### config.mk
export PLATFORM = sky130hd
export DESIGN_NAME = pmod_keypad_scanner
export DESIGN_NICKNAME = d
export VERILOG_FILES = /design/src/rtl/pmod_keypad_scanner.sv
export SDC_FILE = /design/constraint.sdc
export NUM_CORES = 1
export LEC_CHECK = 0
export ABC_AREA = 1
export BUFFER_PORTS_ARGS = -buffer_cell sky130_fd_sc_hd__buf_2
export CORE_UTILIZATION = 40
export DETAILED_ROUTE_END_ITERATION = 6
export SLEW_MARGIN = 20
export SYNTH_ARGS = -nofsm -noshare
export SYNTH_HDL_FRONTEND = slang
export SYNTH_SLANG_ARGS = --single-unit
### constraint.sdc
create_clock -name clk -period 13.1 [get_ports clk]
set_input_delay 2.62 -clock clk [delete_from_list [all_inputs] [get_ports clk]]
set_output_delay 2.62 -clock clk [all_outputs]
set_load 0.05 [all_outputs]
### src/rtl/pmod_keypad_scanner.sv
// 4x4 matrix keypad scanner for a PMOD port: row strobing, column synchronisation,
// full-frame debounce and a one-entry valid/ready holding register for press events.
module pmod_keypad_scanner #(
    parameter int unsigned SCAN_DIV       = 1200,
    parameter int unsigned DEBOUNCE_SCANS = 8
) (
    input  logic       clk,
    input  logic       reset_i,
    output logic [3:0] row_o,
    input  logic [3:0] col_i,
    output logic [3:0] key_code_o,
    output logic       key_valid_o,
    input  logic       key_ready_i,
    output logic       pressed_o,
    output logic       overflow_o
);

    localparam int unsigned CntW = $clog2(SCAN_DIV);
    localparam int unsigned StW  = $clog2(DEBOUNCE_SCANS + 1);

    logic [3:0]      col_s1_q, col_s2_q;
    logic [1:0]      row_idx_q;
    logic [CntW-1:0] cnt_q;
    logic [15:0]     frame_q, prev_q, deb_q;
    logic [StW-1:0]  stable_q;
    logic [3:0]      code_q;
    logic            valid_q, pressed_q, overflow_q;

    logic            sample, frame_done, commit, press_event, xfer;
    logic [15:0]     snap_d;
    logic [3:0]      snap_idx;

    assign sample     = (cnt_q == CntW'(SCAN_DIV - 1));
    assign frame_done = sample && (row_idx_q == 2'd3);
    assign xfer       = valid_q && key_ready_i;

    // Snapshot including the row being latched this cycle, so frame completion sees all 16 keys.
    always_comb begin
        snap_d = frame_q;
        if (sample) begin
            snap_d[{row_idx_q, 2'b00} +: 4] = ~col_s2_q;
        end
    end

    always_comb begin
        snap_idx = 4'd0;
        for (int unsigned i = 0; i < 16; i++) begin
            if (snap_d[i]) begin
                snap_idx = i[3:0];
            end
        end
    end

    assign commit      = frame_done && (snap_d == prev_q) && (stable_q == StW'(DEBOUNCE_SCANS - 1));
    assign press_event = commit && (deb_q == 16'd0) && $onehot(snap_d);

    always_ff @(posedge clk) begin
        if (reset_i) begin
            col_s1_q   <= 4'hF;
            col_s2_q   <= 4'hF;
            row_idx_q  <= 2'd0;
            cnt_q      <= '0;
            frame_q    <= 16'd0;
            prev_q     <= 16'd0;
            deb_q      <= 16'd0;
            stable_q   <= '0;
            code_q     <= 4'd0;
            valid_q    <= 1'b0;
            pressed_q  <= 1'b0;
            overflow_q <= 1'b0;
        end else begin
            col_s1_q <= col_i;
            col_s2_q <= col_s1_q;

            if (sample) begin
                frame_q   <= snap_d;
                row_idx_q <= row_idx_q + 2'd1;
                cnt_q     <= '0;
            end else begin
                cnt_q <= cnt_q + 1'b1;
            end

            if (frame_done) begin
                if (snap_d != prev_q) begin
                    prev_q   <= snap_d;
                    stable_q <= '0;
                end else if (stable_q < StW'(DEBOUNCE_SCANS)) begin
                    stable_q <= stable_q + 1'b1;
                end
            end

            if (commit) begin
                deb_q     <= snap_d;
                pressed_q <= (snap_d != 16'd0);
            end

            // A transfer frees the slot in the same cycle, so a coincident event is not lost.
            if (press_event) begin
                if (valid_q && !key_ready_i) begin
                    overflow_q <= 1'b1;
                end else begin
                    code_q  <= snap_idx;
                    valid_q <= 1'b1;
                end
            end else if (xfer) begin
                valid_q <= 1'b0;
            end
        end
    end

    assign row_o       = ~(4'b0001 << row_idx_q);
    assign key_code_o  = code_q;
    assign key_valid_o = valid_q;
    assign pressed_o   = pressed_q;
    assign overflow_o  = overflow_q;

endmodule
# After elaboration in Yosys (flattened, before gate mapping)
# Cells that the tools add are included.
dict set report word_totals {
  out_inout_bits 11
  register_bits 80
  wordCells 85
}
dict set report op_classes {
  mux 22
  shifts 3
  n_lt_le_gt_ge 1
  bitwise 3
  reduce_logical 18
  eq_ne 7
  addsub 19
}
# operator count
set ops {}
lappend ops {{$mux W4} 16}
lappend ops {{$add A1 B1 Y2} 8}
lappend ops {{$bwmux W16} 1}
lappend ops {{$eq A16 B16 Y1} 1}
lappend ops {{$logic_not A16 Y1} 1}
lappend ops {{$mux W16} 1}
lappend ops {{$ne A16 B16 Y1} 1}
lappend ops {{$reduce_bool A16 Y1} 1}
lappend ops {{$shift A4 B6 Y16 const A} 1}
lappend ops {{$shiftx A4 B6 Y16} 1}
lappend ops {{$add A2 B2 Y3} 4}
lappend ops {{$add A11 B1 Y11 const B} 1}
lappend ops {{$eq A11 B11 Y1 const B} 1}
lappend ops {{$reduce_and A2 Y1} 5}
lappend ops {{$add A3 B3 Y4} 2}
lappend ops {{$not A4 Y4} 2}
lappend ops {{$logic_and A1 B1 Y1} 7}
lappend ops {{$neg A4 Y6} 1}
lappend ops {{$add A4 B4 Y5} 1}
lappend ops {{$eq A5 B1 Y1 const B} 1}
lappend ops {{$add A4 B1 Y4 const B} 1}
lappend ops {{$eq A4 B3 Y1 const B} 1}
lappend ops {{$lt A4 B4 Y1 const B} 1}
lappend ops {{$mux W1} 4}
lappend ops {{8 further kinds} 9}

# Depth between registers and ports, before layout
dict set report logic_depth {
  ltp_word 19
  mapped_depth 27
}

# Least setup slack after synthesis
# Ideal clock, no wire load.
dict set report synth_timing {
  path_kind {reg-to-reg}
  start {register row_idx_q[0]}
  end {register code_q[1] (netlist: key_code_o[1])}
  path_slack_ps 7648
  arrival_time_ps 5336
  synth_period_minus_slack_ps 5452
  path_stages_with_launch 24
  n_path_buf 0
  cell_sequence {dfxtp_1 > inv_2 > ha_1 > inv_2 > nand2_1 > nor2_2 > nand3_1 > o21ai_0 > nand2_1 > o21ai_0 > inv_2 > fa_1 > fa_1 > fa_1 > fa_1 > inv_1 > ha_1 > fa_1 > nor4_1 > nand4_1 > nor2_1 > nand4_2 > o21ai_0 > nor2_1}
}
dict set report synth_via {
  elab_chain_cells 18
  word_cells_on_any_way 43
  cone_classes {add/sub: 16; eq/ne: 3; shift: 2; mux: 16; reduce/logical: 6}
}
# element line_no
set synth_rtl {}
lappend synth_rtl {{from (decl)} 22} ;# logic [1:0] row_idx_q;
lappend synth_rtl {{from (signal assigned)} 77} ;# row_idx_q <= row_idx_q + 2'd1;
lappend synth_rtl {{branches (longest 18 deep; another with $neg A4 Y6)} n/a}
lappend synth_rtl {{to (signal assigned)} 102} ;# code_q <= snap_idx;
lappend synth_rtl {{to (decl)} 26} ;# logic [3:0] code_q;
# Several ways; the timed one is not identified.
# A chain may end at the register's enable or synchronous reset.

# Final worst setup path
dict set report layout_timing {
  start {register row_idx_q[0]}
  end {register code_q[2] (netlist: key_code_o[2])}
}
dict set report layout_via {
  elab_chain_cells 17
  word_cells_on_any_way 42
  cone_classes {add/sub: 16; eq/ne: 3; shift: 2; mux: 15; reduce/logical: 6}
}
# element
set layout_rtl {}
lappend layout_rtl {{branches (longest 17 deep; another with $neg A4 Y6)}}
# Several ways; the timed one is not identified.

==> results.md <==
- The flow ran to the end, and the final reports show no timing, DRC or antenna violations.
- Post-CTS timing repair inserted 0 buffers for setup.
- The worst-case IR drop observed on VDD is 66.2 uV.
- In this run the standard cell core region covers 10400 um^2.
- The final net count is 617.
- In this run the mean area of a mapped cell was 7.55 um^2.
- The first detailed-routing pass ran for 4 iterations.
- The static leakage is 2.06 nW.
- Summing over every cut layer, the via total after detailed routing is 3568.
- The synthesized net count is 604.
- The worst setup path is launched from a flop.
- Before CTS, the worst setup slack after placement is 7.35 ns.
- The worst reg2reg path depth is 22.
- For this block, the initial DRC count from the detailed router was 149.
- By count the netlist is led by nand2_1, dfxtp_1, nor2_1.
- The standard cell area after detailed placement is 4480 um^2.
- The die is 106 um tall.
- In the post-synthesis netlist, the biggest area contributors are dfxtp_1, nand2_1, nor2_1.
- In this design, the stage delay of the slowest critical-path cell is 0.58 ns.
- The worst-case clock buffer depth is 2.
- The count of different cell masters after synthesis is 44.
- The capturing point of the worst reg2reg path is key_code_o[2]$_SDFFE_PP0P_.
- The synthesized netlist occupies a cell area of 4330 um^2.
- TritonCTS built the clock tree.
- Across the run, the number of max-cap violations was 0.
- The later pin in the worst-skew pair is clocked with a latency of 0.36 ns.
- The number of global-route vias before repair is 3448.
- The pin count of the biggest net entering global routing is 44.
- The number of buffers created by CTS is 9.
- The number of hold violations in the final report is 0.
- The finished layout holds 728 standard cells, fillers aside.
- In the final routed layout, each cell accounts on average for 13.3 um.
- The most common cell in the synthesized netlist is nand2_1.
- The average vias per placed instance is 4.90.
- The leftover overflow at the end of global routing is 0.
- For the worst setup path, the data arrival time is 6.07 ns.
- The number of remaining DRC errors is 0.
- Summed over all failing endpoints, the final setup total negative slack is 0 ns.
- In the final layout, the share of cells above drive strength 1 is 0.164.
- The total number of clock tree sinks is 80.
- The ratio of total power to cell area is 94.2 nW/um^2.
- The clock transition at the register clock pins on the worst setup and hold paths after CTS is 0.08 ns.
- Subtracting the final worst setup slack from the clock period gives 5.81 ns.
- The area of the die is 11200 um^2.
- The critical path in this run is classified as flop to flop.
- Of the total synthesized cell area, the portion taken by XOR and XNOR cells is 0.0217.
- The worst setup path startpoint is row_idx_q[0]$_SDFFE_PP0N_.
- During synthesis, Yosys emitted a total of 0 warnings.
- The instance count after placement with tap cells included is 712.
- The total detailed-routing wirelength is 9.68 mm.
- The number of antenna-violating nets in the routed design is 0.
- The most frequent cell on the critical path is fa_1.
- In the global route stage, overall resource usage came out at 0.191.
- The quantity of I/O buffers inserted on ports is 17.
- In this run the number of H-tree levels came out at 3.
- The initial antenna violation count is 0.
- In this run, synthesis produced a sequential element count of 80.
- With fillers left out, the area of the finished cells amounts to 4680 um^2.
- The signal on the critical path passes through inv_2 > ha_1 > nand2_1 > nor2_2 > nand3_1 > o21ai_0 > nand2_1 > o21ai_0 > inv_2 > fa_1 > fa_1 > fa_1 > fa_1 > inv_1 > ha_1 > fa_1 > nor4_1 > nand4_1 > nor2_1 > nand4_2 > o21ai_0 > nor2_1.
- At the worst endpoint, the required time is 13.36 ns.
- 0 antenna diodes ended up in the layout.
- The max-slew violation count is 0.
- Summed over all instances, the cell type with the most area after synthesis is dfxtp_1.
- The floorplan has 37 rows.
- Of the synthesized area, sequential elements account for 0.370.
- The worst min-delay path category is flop to flop.
- The commonest register cell after synthesis is dfxtp_1.
- Buffers inserted to repair hold after CTS numbered 0.
- In this run the count of I/O pins placed on the die edge is 18.
- Of the available clock period, the critical path in the final layout requires 0.444.
- The share of flip-flops with an asynchronous set or reset after synthesis is 0.
- The complex-gate fraction of the synthesized area is 0.136.
- The count of final setup violators is 0.
- The area share of the largest cell type after synthesis is 0.370.
- The last weighted congestion value of the routability-driven placer is 0.900.
- The growth of design area from synthesis to finish is 8.00%.
- The post-synthesis cell count is 574.
- In this run, synthesis inferred 0 flip-flops with an integrated enable.
- The first global-routing pass estimated 16.4 mm of wire.
- The dominant combinational cell family by area after synthesis is simple AND/OR/NAND/NOR gates.
- After layout, the worst setup slack is 7.29 ns.
- The power consumption is 0.441 mW.
- For this configuration, the core starts out at a cell density of 0.416.
- Setup repair after global routing left no endpoint under its margin.
- On the critical path, the stage with the largest delay is an instance of fa_1.
- The HPWL after detailed placement is 7.12 mm.
- Headroom to the max-slew limit came out at 0.452.
- The count of instances resized after the clock tree is built is 0.
- The die is 106 um wide.
- For flop-to-flop paths, the worst setup slack is 7.29 ns.
- The synthesized-area fraction occupied by and/or/nand/nor cells is 0.289.
- The root buffer cell chosen for the clock tree is clkbuf_8.
- The mux contribution to synthesized area is 0.
- The reg-to-reg startpoint is row_idx_q[0]$_SDFFE_PP0N_.
- The sort of element at the end of the critical path is a flop.
- Across the routed clock network, the largest skew measured is 0.00886 ns.
- Of the total synthesized cell area, the portion taken by full adders, half adders and majority gates is 0.0838.
- The transition time at the pin with the least slew margin is 0.822 ns.
- The highest clock rate is 0.172 GHz.
- The largest driver fanout on the critical path is 10.
- The critical path ends at key_code_o[2]$_SDFFE_PP0P_.
-- layout make-up --
type	count	area, um^2
Clock inverter	3	40.0
Tap cell	136	170
Clock buffer	13	159
Inverter	85	324
Sequential cell	80	1600
Fill cell	1039	5740
Timing Repair Buffer	17	85.1
Multi-Input combinational cell	394	2300
-- flip-flops by register name, indices dropped and copies added, names as in the netlist --
name,cells
stable_q,4
cnt_q,11
deb_q,16
col_s1_q,4
key_code_o,4
key_valid_o,1
prev_q,16
frame_q,16
col_s2_q,4
overflow_o,1
row_idx_q,2
pressed_o,1
-- routing by layer --
| metal | GRT usage | vias to the layer above | part of all wire | routed length [um] |
|---|---|---|---|---|
| li1 | - | 1841 | - | - |
| met1 | 0.236 | 1645 | 0.46 | 4470 |
| met4 | 0.0714 | 0 | 0.018 | 175 |
| met5 | 0 | - | 0 | 0 |
| met3 | 0.0595 | 13 | 0.046 | 444 |
| met2 | 0.310 | 69 | 0.47 | 4590 |
-- where the power goes --
part / internal [mW] / switching (mW)
logic: 0.00369 / 0.00710
clock network: 0.0980 / 0.0862
registers: 0.245 / 0.00101
-- kinds of logic after synthesis --
group,count (synthesis)
AND/OR/NAND/NOR,262
AO/OA/AOI/OAI,100
buffers and inverters,100
flip-flops,80
adder cells (fa/ha/maj),23
XOR/XNOR,9
-- worst min-delay path by stage --
stage,start,endpoint,slack (ns),cells past startpoint
global route,col_s1_q[0]$_SDFF_PP1_,col_s2_q[0]$_SDFF_PP1_,0.43,1
floorplan,col_s1_q[0]$_SDFF_PP1_,col_s2_q[0]$_SDFF_PP1_,0.39,1
finish,col_s1_q[1]$_SDFF_PP1_,col_s2_q[1]$_SDFF_PP1_,0.41,1
global placement,col_s1_q[1]$_SDFF_PP1_,col_s2_q[1]$_SDFF_PP1_,0.40,1
CTS,col_s1_q[1]$_SDFF_PP1_,col_s2_q[1]$_SDFF_PP1_,0.42,1
detailed placement,col_s1_q[1]$_SDFF_PP1_,col_s2_q[1]$_SDFF_PP1_,0.40,1
-- layout by cell type, fill, tap and decap left out, drive strengths merged, types with 10 or more instances in the layout --
| master | n |
|---|---|
| nand2 | 128 |
| inv | 82 |
| dfxtp | 80 |
| nor2 | 80 |
| a21oi | 41 |
| o21ai | 40 |
| nand3 | 26 |
| buf | 17 |
| ha | 13 |
| clkbuf | 13 |
| o21a | 12 |
| fa | 10 |
-- metrics by stage --
stage                util  hold WS (ns)
global placement    0.430         0.397
finish              0.449         0.414
floorplan               -         0.389
CTS                 0.449         0.418
detailed placement  0.430         0.396
global route        0.449         0.433
-- worst max-delay path: cells and delay by family, from the launching register on --
family | cells | cell delay [ns]
buf+inv | 3 | 0.34
flops | 1 | 0.54
simple gates | 9 | 1.32
compound gates | 3 | 0.47
fa+ha+maj | 7 | 3.03
No activity file was read; power rests on OpenSTA's default activity.
